**src/rtl/stopwatch_ctrl.sv**
```systemverilog
// -----------------------------------------------------------------------------
// stopwatch_ctrl
//
// Control path for a mm:ss stopwatch. It conditions four raw front-panel inputs
// by synchronizing and debouncing them, and it derives a 1 Hz time base plus a
// 2 Hz adjust rate from the system clock. A RUN / PAUSED / ADJUST state machine
// then turns these into advance and clear strobes for an external time counter.
//
// Parameters
//   CLK_DIV    clock cycles per 1 Hz tick (even, >= 4)
//   DB_CYCLES  consecutive stable cycles needed to accept a new input level (>= 2)
//
// Ports
//   clock      single clock, rising edge
//   rst_n      synchronous, active-low reset
//   btn_pause  raw pause button, active-high (a press toggles pause)
//   btn_clr    raw clear button, active-high
//   sw_adj     raw adjust-mode switch
//   sw_sel     raw adjust-field select (0 = seconds, 1 = minutes)
//   cnt_en     one-cycle advance strobe to the time counter
//   clr        one-cycle clear strobe to the time counter
//   pause_o    registered "state is PAUSED" flag
//   adj_o      registered "state is ADJUST" flag
//   sel_o      registered debounced field select
//   blink      1 Hz square wave for blinking the field being adjusted
// -----------------------------------------------------------------------------
module stopwatch_ctrl #(
  parameter int CLK_DIV   = 100000000,
  parameter int DB_CYCLES = 1000000
) (
  input  logic clock,
  input  logic rst_n,
  input  logic btn_pause,
  input  logic btn_clr,
  input  logic sw_adj,
  input  logic sw_sel,
  output logic cnt_en,
  output logic clr,
  output logic pause_o,
  output logic adj_o,
  output logic sel_o,
  output logic blink
);

  localparam int DIV_W = $clog2(CLK_DIV);
  localparam int DB_W  = $clog2(DB_CYCLES);

  localparam logic [DIV_W-1:0] DIV_MAX  = DIV_W'(CLK_DIV - 1);
  localparam logic [DIV_W-1:0] DIV_HALF = DIV_W'(CLK_DIV / 2 - 1);
  localparam logic [DB_W-1:0]  DB_MAX   = DB_W'(DB_CYCLES - 1);

  // Bit positions of the conditioned inputs.
  localparam int I_PAUSE = 0;
  localparam int I_CLR   = 1;
  localparam int I_ADJ   = 2;
  localparam int I_SEL   = 3;

  typedef enum logic [1:0] {
    RUN    = 2'd0,
    PAUSED = 2'd1,
    ADJUST = 2'd2
  } state_t;

  logic [3:0]      raw;
  logic [3:0]      sync1;
  logic [3:0]      sync2;
  logic [3:0]      db_lvl;
  logic [1:0]      btn_q;      // previous debounced button levels, for edge detection
  logic [DB_W-1:0] db_cnt [4];

  logic [DIV_W-1:0] div;
  logic             tick1;
  logic             tick2;

  state_t state;
  state_t state_nxt;
  logic   pause_flag;
  logic   pause_nxt;
  logic   cnt_en_nxt;
  logic   pause_press;
  logic   clr_press;

  assign raw = {sw_sel, sw_adj, btn_clr, btn_pause};

  // ---------------------------------------------------------------------------
  // Synchronizers and debouncers. A level is accepted only after the
  // synchronized input has disagreed with it for DB_CYCLES cycles in a row;
  // any agreement restarts the count.
  // ---------------------------------------------------------------------------
  always_ff @(posedge clock) begin
    // NOTE: sequential state uses non-blocking assignments so every flop samples
    // the pre-edge values; blocking here would collapse the synchronizer chain.
    if (!rst_n) begin
      sync1  <= '0;
      sync2  <= '0;
      db_lvl <= '0;
      btn_q  <= '0;
      // NOTE: the counter array is a handful of flops, not RAM, so it is reset
      // explicitly; a stale count would let a half-finished debounce complete early.
      for (int i = 0; i < 4; i++) db_cnt[i] <= '0;
    end else begin
      sync1 <= raw;
      sync2 <= sync1;
      btn_q <= db_lvl[1:0];
      for (int i = 0; i < 4; i++) begin
        if (sync2[i] != db_lvl[i]) begin
          if (db_cnt[i] == DB_MAX) begin
            db_lvl[i] <= sync2[i];
            db_cnt[i] <= '0;
          end else begin
            db_cnt[i] <= db_cnt[i] + 1'b1;
          end
        end else begin
          db_cnt[i] <= '0;
        end
      end
    end
  end

  // Press events fire on the rising edge of the debounced level only.
  assign pause_press = db_lvl[I_PAUSE] & ~btn_q[I_PAUSE];
  assign clr_press   = db_lvl[I_CLR]   & ~btn_q[I_CLR];

  // ---------------------------------------------------------------------------
  // Time base. A clear restarts the second so the first advance after a clear
  // is a full second away.
  // ---------------------------------------------------------------------------
  assign tick1 = (div == DIV_MAX);
  assign tick2 = tick1 | (div == DIV_HALF);

  always_ff @(posedge clock) begin
    if (!rst_n) begin
      div   <= '0;
      blink <= 1'b0;
    end else begin
      if (clr_press || tick1) div <= '0;
      else                    div <= div + 1'b1;
      if (tick2) blink <= ~blink;
    end
  end

  // ---------------------------------------------------------------------------
  // State machine.
  // ---------------------------------------------------------------------------
  always_ff @(posedge clock) begin
    if (!rst_n) begin
      state      <= RUN;
      pause_flag <= 1'b0;
    end else begin
      state      <= state_nxt;
      pause_flag <= pause_nxt;
    end
  end

  always_comb begin
    // NOTE: every signal driven here gets a default first so no path leaves it
    // unassigned, which would otherwise infer a latch.
    pause_nxt  = pause_flag;
    state_nxt  = RUN;
    cnt_en_nxt = 1'b0;

    // The pause flag survives ADJUST so leaving adjust returns to where we were.
    if (pause_press && state != ADJUST) pause_nxt = ~pause_flag;

    if (db_lvl[I_ADJ])  state_nxt = ADJUST;
    else if (pause_nxt) state_nxt = PAUSED;
    else                state_nxt = RUN;

    // Qualify by the state being entered, so the cycle that leaves ADJUST
    // cannot emit a stray fast-rate advance.
    case (state_nxt)
      RUN:     cnt_en_nxt = tick1;
      ADJUST:  cnt_en_nxt = tick2;
      default: cnt_en_nxt = 1'b0;
    endcase

    if (clr_press) cnt_en_nxt = 1'b0;
  end

  always_ff @(posedge clock) begin
    if (!rst_n) begin
      cnt_en  <= 1'b0;
      clr     <= 1'b0;
      pause_o <= 1'b0;
      adj_o   <= 1'b0;
    end else begin
      cnt_en  <= cnt_en_nxt;
      clr     <= clr_press;
      pause_o <= (state_nxt == PAUSED);
      adj_o   <= (state_nxt == ADJUST);
    end
  end

  // The debounced select level is itself a reset flop.
  assign sel_o = db_lvl[I_SEL];

endmodule

```
**config.mk**
```make
export PLATFORM = sky130hd
export DESIGN_NAME = stopwatch_ctrl
export DESIGN_NICKNAME = d
export VERILOG_FILES = /design/src/rtl/stopwatch_ctrl.sv
export SDC_FILE = /design/constraint.sdc
export NUM_CORES = 1
export LEC_CHECK = 0
export CAP_MARGIN = 40
export CORE_AREA = 3 3 136 138
export CTS_CLUSTER_SIZE = 10
export DETAILED_ROUTE_END_ITERATION = 8
export DIE_AREA = 0 0 139 141
export SYNTH_ARGS = -nofsm -noshare
export SYNTH_HDL_FRONTEND = slang
export SYNTH_SLANG_ARGS = --single-unit
```
**constraint.sdc**
```tcl
create_clock -name clock -period 1.9 [get_ports clock]
set_clock_uncertainty 0.15 [all_clocks]
set_input_delay 0.19 -clock clock [delete_from_list [all_inputs] [get_ports clock]]
set_output_delay 0.19 -clock clock [all_outputs]
set_load 0.01 [all_outputs]
```
==> flow_metrics.tcl, run 1 <==
set metrics [dict create \
    drt-initial-drc-count 291 \
    grt_max_degree 30 \
    postLayoutCellArea_mm2 0.00867 \
    tightest_slew_ns 0.902 \
    antenna_found_initial 0 \
    clk_pin_slew_ns 0.05 \
    startpoint_type "flip-flop" \
    relSlewSlack 0.396 \
    dp_cells 994 \
    dp_slack_ns -0.128 \
    dpl.hpwl_um 8690 \
    synth-simple-area-share 0.293 \
    synth_compound_area_frac 0.00854 \
    io_pins 12 \
    final_nets 818 \
    cts_buffer_depth 2 \
    wire_per_inst_um 12.6 \
    drive_above_1_share 0.237 \
    place_area_mm2 0.00764 \
    die_h_um 141 \
    drv_cap 0 \
    grt_usage 0.139 \
    rsz0062_at_grt "true" \
    violations "setup timing" \
    grt_pass1_vias 4999 \
    vias 4884 \
    synth_warnings 0 \
    synth-xor-area-share 0.133 \
    synthArstFlopShare 0 \
    cts_tree "yes" \
    synthFlopType "edfxtp_1" \
    area_growth_pct 34.5 \
    fin_util 0.501 \
    cts-root-buf "clkbuf_16" \
    grt_overflow_total 0 \
    gp_congestion 0.896 \
    core-area_mm2 0.0173 \
    numClockSinks 128 \
    cts_inserted_buffers 17 \
    final-setup-viol-count 59 \
    avgSynthCellArea_um2 10.4 \
    ir_worst_vdd_v 0.000589 \
    grt_pass1_wl_um 22500 \
    crit_path_end_kind "flip-flop" \
    worstHoldPathType "in2reg" \
    synth-edff-count 80 \
    critPathRequiredTime_ns 1.91 \
    rows 48 \
    insertion_delay_ns 0.42 \
    yosys.area_share.adder 0.00970 \
    start_util 0.373 \
    slew_viol_final 0 \
    criticalPathCategory "reg2reg" \
    ys_seq_elements 128 \
    drtAntennaViolNets 0 \
    route.detailed.drc 0 \
    worst-path-max-fanout 5 \
    post-route-period-util 1.04 \
    dieArea_mm2 0.0196 \
    dr.pass1.iters 4 \
    synth_cells 617 \
    diodes 0 \
    final_cells 1045 \
    seq_area_frac_synth 0.522 \
    fmax_mhz 504 \
    final_common_cell "nor2_1" \
    finalSetupTns_ns -2.67 \
    layout_common_cells "nor2_1, buf_4, edfxtp_1, conb_1, xor2_1" \
    p_leak_nw 3.35 \
    hold_violations 0 \
    setup_ws_ns -0.0841 \
    synth_cell_type_count 43 \
    drt_wl_total_um 13200 \
    io_buffers 11 \
    syn_area_mm2 0.00645 \
    cellPowerDensity_mw_per_mm2 788 \
    die_w_um 139 \
    vias_per_cell 4.67 \
    arrival_ns 2.00 \
    synth_mux_area_frac 0.00621 \
    fin_crit_ns 1.98 \
    hold_buffers 0 \
    htreeDepth 4 \
    outcome "finished with violations" \
    synth_top_family_by_area "simple AND/OR/NAND/NOR gates" \
]
per-layer routing:
metal | GRT usage | share of wire
met3 | 0.0377 | 0.029
met2 | 0.246 | 0.51
met1 | 0.161 | 0.45
met4 | 0.0530 | 0.019
met5 | 0 | 0
final cells by class:
type / instances / area [µm²]
clock buffers: 19 / 464
clock inverters: 13 / 155
fillers: 1563 / 8630
inverters: 12 / 45.0
multi-input cells: 546 / 3530
flip-flops and latches: 128 / 3360
well taps: 225 / 282
repair buffers: 102 / 830
sequential cells by signal, indices dropped and copies added (netlist names):
| signal | cells |
|---|---|
| blink | 1 |
| db_cnt | 80 |
| pause_flag | 1 |
| div | 27 |
| state | 1 |
| db_lvl | 4 |
| cnt_en | 1 |
| clr | 1 |
| adj_o | 1 |
| btn_q | 2 |
| sync1 | 4 |
| pause_o | 1 |
| sync2 | 4 |
stage by stage:
stage	hold slack [ns]	total power [W]
floorplan	0.167	0.00333
global placement	0.265	0.00343
detailed placement	0.269	0.00344
CTS	0.185	0.00687
global route	0.188	0.00707
finish	0.207	0.00683
final timing paths:
| kind | slack, ns | to | cells past startpoint | from |
|---|---|---|---|---|
| max | -0.08 | db_cnt[0][17] | 5 | db_cnt[0][11] |
| min | 0.21 | sync1[0] | 2 | btn_pause |
| max reg2reg | -0.08 | db_cnt[0][17] | 5 | db_cnt[0][11] |
| min reg2reg | 0.28 | clr | 1 | btn_q[1] |
where the power goes:
part	internal, W	switching [W]	total [W]
logic	0.000151	0.000175	0.000326
clock network	0.00217	0.00122	0.00339
registers	0.00304	0.0000723	0.00311
total	0.00536	0.00147	0.00683
critical path, cell delays in order (launching register included):
cell	delay, ns
edfxtp_1	0.41
or4b_4	0.55
nor3_4	0.11
and4_4	0.26
nand3b_4	0.20
nor2_1	0.06
synth_stat cells (4+ instances only):
cell type | count | area share
nand2_1 | 34 | 0.020
nand3_1 | 50 | 0.039
xor2_1 | 53 | 0.072
xnor2_1 | 45 | 0.061
dfxtp_1 | 48 | 0.15
buf_6 | 6 | 0.010
nor3_1 | 14 | 0.011
o21ai_0 | 4 | 0.0031
mux2i_1 | 4 | 0.0062
ha_1 | 5 | 0.0097
nor2b_1 | 11 | 0.011
inv_1 | 12 | 0.0070
edfxtp_1 | 80 | 0.37
and3_1 | 13 | 0.013
or3_1 | 5 | 0.0049
nor4_4 | 5 | 0.016
and2_1 | 13 | 0.013
buf_2 | 5 | 0.0039
and4_1 | 9 | 0.012
nand4_1 | 24 | 0.023
nor4_1 | 11 | 0.011
nor2_1 | 122 | 0.071
a21oi_1 | 6 | 0.0047
kinds of logic (layout without fill, tap and decap cells):
kind of cell,after synthesis,in the layout
XOR/XNOR,98,98
buffers and inverters,30,146
multiplexers,4,4
other,1,80
adder cells (fa/ha/maj),5,5
AO/OA/AOI/OAI,11,11
AND/OR/NAND/NOR,340,348
flip-flops,128,128
timing repair:
item	CTS	global route
resized for setup	28	31
gates cloned	7	1
pin swaps	12	12
buffers inserted	3	9
setup endpoints to repair	71	107
(Power assumes the default switching activity.)
==> run 2: changes to the inputs <==
SLEW_MARGIN = 20   (was default)
==> run 2 against run 1 <==
  * The flow still finishes with violations (setup timing)
  * Maximum frequency is 0.14% lower
  * Via count is 0.20% higher
  * Routed wire length is 0.42% higher
  * Sequential share of layout area hardly changed
  * Cell count hardly changed
  * Register-to-register slack hardly changed
  * Worst hold slack hardly changed
  * Non-clock buffer count is 1 higher
==> flow_metrics.tcl, run 2 (same netlist as run 1, synthesis figures left out) <==
set metrics [dict create \
    outcome "finished with violations" \
    violations "setup timing" \
    slew_viol_final 0 \
    antenna_found_initial 0 \
    multiInputGateArea_mm2 0.00353 \
    timing.rr.start "db_cnt[0][11]" \
    worstHoldPathType "in2reg" \
    dp_cells 994 \
    cellPowerDensity_mw_per_mm2 788 \
    drive_above_1_share 0.238 \
    intPower_w 0.00536 \
    r2r_cells 5 \
    arrival_ns 2.00 \
    cts_inserted_buffers 17 \
    cts-root-buf "clkbuf_16" \
    insertion_delay_ns 0.42 \
    setup_ws_ns -0.0869 \
    regMostFlops "db_cnt" \
    post-route-period-util 1.05 \
    fillers 1564 \
    drt-initial-drc-count 264 \
    fmax_mhz 503 \
    crit_path_end_kind "flip-flop" \
    final-setup-viol-count 59 \
    hold_buffers 0 \
    p_switching_w 0.00147 \
    swShare 0.215 \
    hold_depth 2 \
    grt_pass1_vias 4999 \
    clk_pin_slew_ns 0.06 \
    cp_cell_sequence "or4b_4 -> nor3_4 -> and4_4 -> nand3b_4 -> nor2_1" \
    drt_wl_total_um 13300 \
    start_util 0.373 \
    layout_common_cells "nor2_1, buf_4, edfxtp_1, conb_1, xor2_1" \
    p_comb_frac 0.048 \
    largest_reg_flops 80 \
    top_regs "db_cnt: 80 flops, div: 27 flops" \
    grt_pass1_wl_um 22500 \
    slowest_delay_ns 0.55 \
    worst-path-max-fanout 5 \
    pwr-share-seq 0.455 \
    final_cells 1046 \
    hold_slack_ns 0.207 \
    wire_per_inst_um 12.7 \
    io_buffers 11 \
    r2r_end "db_cnt[0][17]" \
    final_common_cell "nor2_1" \
    diodes 0 \
    vias 4894 \
    grt_max_degree 30 \
    drv_cap 0 \
    final-seq-area_mm2 0.00336 \
    grt_overflow_total 0 \
    die_h_um 141 \
    cts_buffer_depth 2 \
    critPathRequiredTime_ns 1.91 \
    holdPathEnd "sync1[1]" \
    vias_per_cell 4.68 \
    dpl.hpwl_um 8690 \
    rows 48 \
    p_leak_nw 3.35 \
    ir_worst_vdd_v 0.000594 \
    grt_usage 0.139 \
    reg2reg_slack_ns -0.09 \
    dr.pass1.iters 4 \
    final_nets 819 \
    worstHoldStart "btn_clr" \
    finalSetupTns_ns -2.75 \
    tightest_slew_ns 0.866 \
    slowest_stage "or4b_4" \
    fin_util 0.502 \
    route.detailed.drc 0 \
    dieArea_mm2 0.0196 \
    fin_crit_ns 1.99 \
    htreeDepth 4 \
    rsz0062_at_grt "true" \
    core-area_mm2 0.0173 \
    cts_tree "yes" \
    numClockSinks 128 \
    criticalPathCategory "reg2reg" \
    area_growth_pct 34.6 \
    gp_congestion 0.896 \
    drtAntennaViolNets 0 \
    relSlewSlack 0.421 \
    pwr-share-clk 0.497 \
    startpoint_type "flip-flop" \
    die_w_um 139 \
    io_pins 12 \
    hold_violations 0 \
]
[run 2: cell types whose count changed in the layout (fill, tap and decap cells not counted), sizes merged]
| cell | delta |
|---|---|
| buf | +1 |
[run 2: cell type report]
class	count	share of cell area
Sequential cell	128	0.388
Tap cell	225	0.0325
Timing Repair Buffer	103	0.0962
Inverter	12	0.00519
Clock inverter	13	0.0179
Clock buffer	19	0.0535
Multi-Input combinational cell	546	0.407
[run 2: worst max-delay path: cells and delay by family (launching register included)]
kind | cells | cell delay [ns]
AND/OR/NAND/NOR | 5 | 1.18
flip-flops | 1 | 0.41
[run 2: how the worst max path moves through the flow]
stage | endpoint | from | cells after the start | slack [ns]
after floorplan | db_cnt[1][13] | db_cnt[1][11] | 6 | -0.06
after global placement | db_cnt[0][2] | db_cnt[0][15] | 5 | -0.13
after detailed placement | db_cnt[0][14] | db_cnt[0][15] | 5 | -0.13
after CTS | db_cnt[1][6] | db_cnt[1][13] | 5 | -0.08
after global routing | db_cnt[0][17] | db_cnt[0][15] | 5 | -0.17
final | db_cnt[0][17] | db_cnt[0][11] | 5 | -0.09
[run 2: routing by layer]
layer	routed length, µm	GRT usage	share of wire	vias up
met5	0	0	0	-
met4	253	0.0530	0.019	0
met3	401	0.0377	0.030	27
met2	6720	0.246	0.51	63
met1	5890	0.161	0.44	2315
li1	-	-	-	2489
[run 2: power groups by stage]
stage                     registers [W]  clock network [W]  logic (W)
final                           0.00311            0.00339   0.000327
after global routing            0.00312            0.00358   0.000365
after CTS                       0.00311            0.00346   0.000303
after detailed placement        0.00316                  0   0.000274
after global placement          0.00316                  0   0.000269
after floorplan                 0.00316                  0   0.000163
[run 2: stage by stage]
step	setup slack, ns	area, µm²	power, W
3_3_place_gp	-0.132	7640	0.00343
6_report	-0.0869	8670	0.00683
3_5_place_dp	-0.128	7640	0.00344
2_1_floorplan	-0.0632	6760	0.00333
5_1_grt	-0.172	8670	0.00707
4_1_cts	-0.0785	8470	0.00687
[run 2: repair_timing]
item                                    4_1_cts  5_1_grt
setup buffers                                 3        9
resized for setup                            28       31
endpoints found under the hold margin         0        0
pin swaps                                    12       12
endpoints found under the setup margin       71      107
cloned                                        7        1
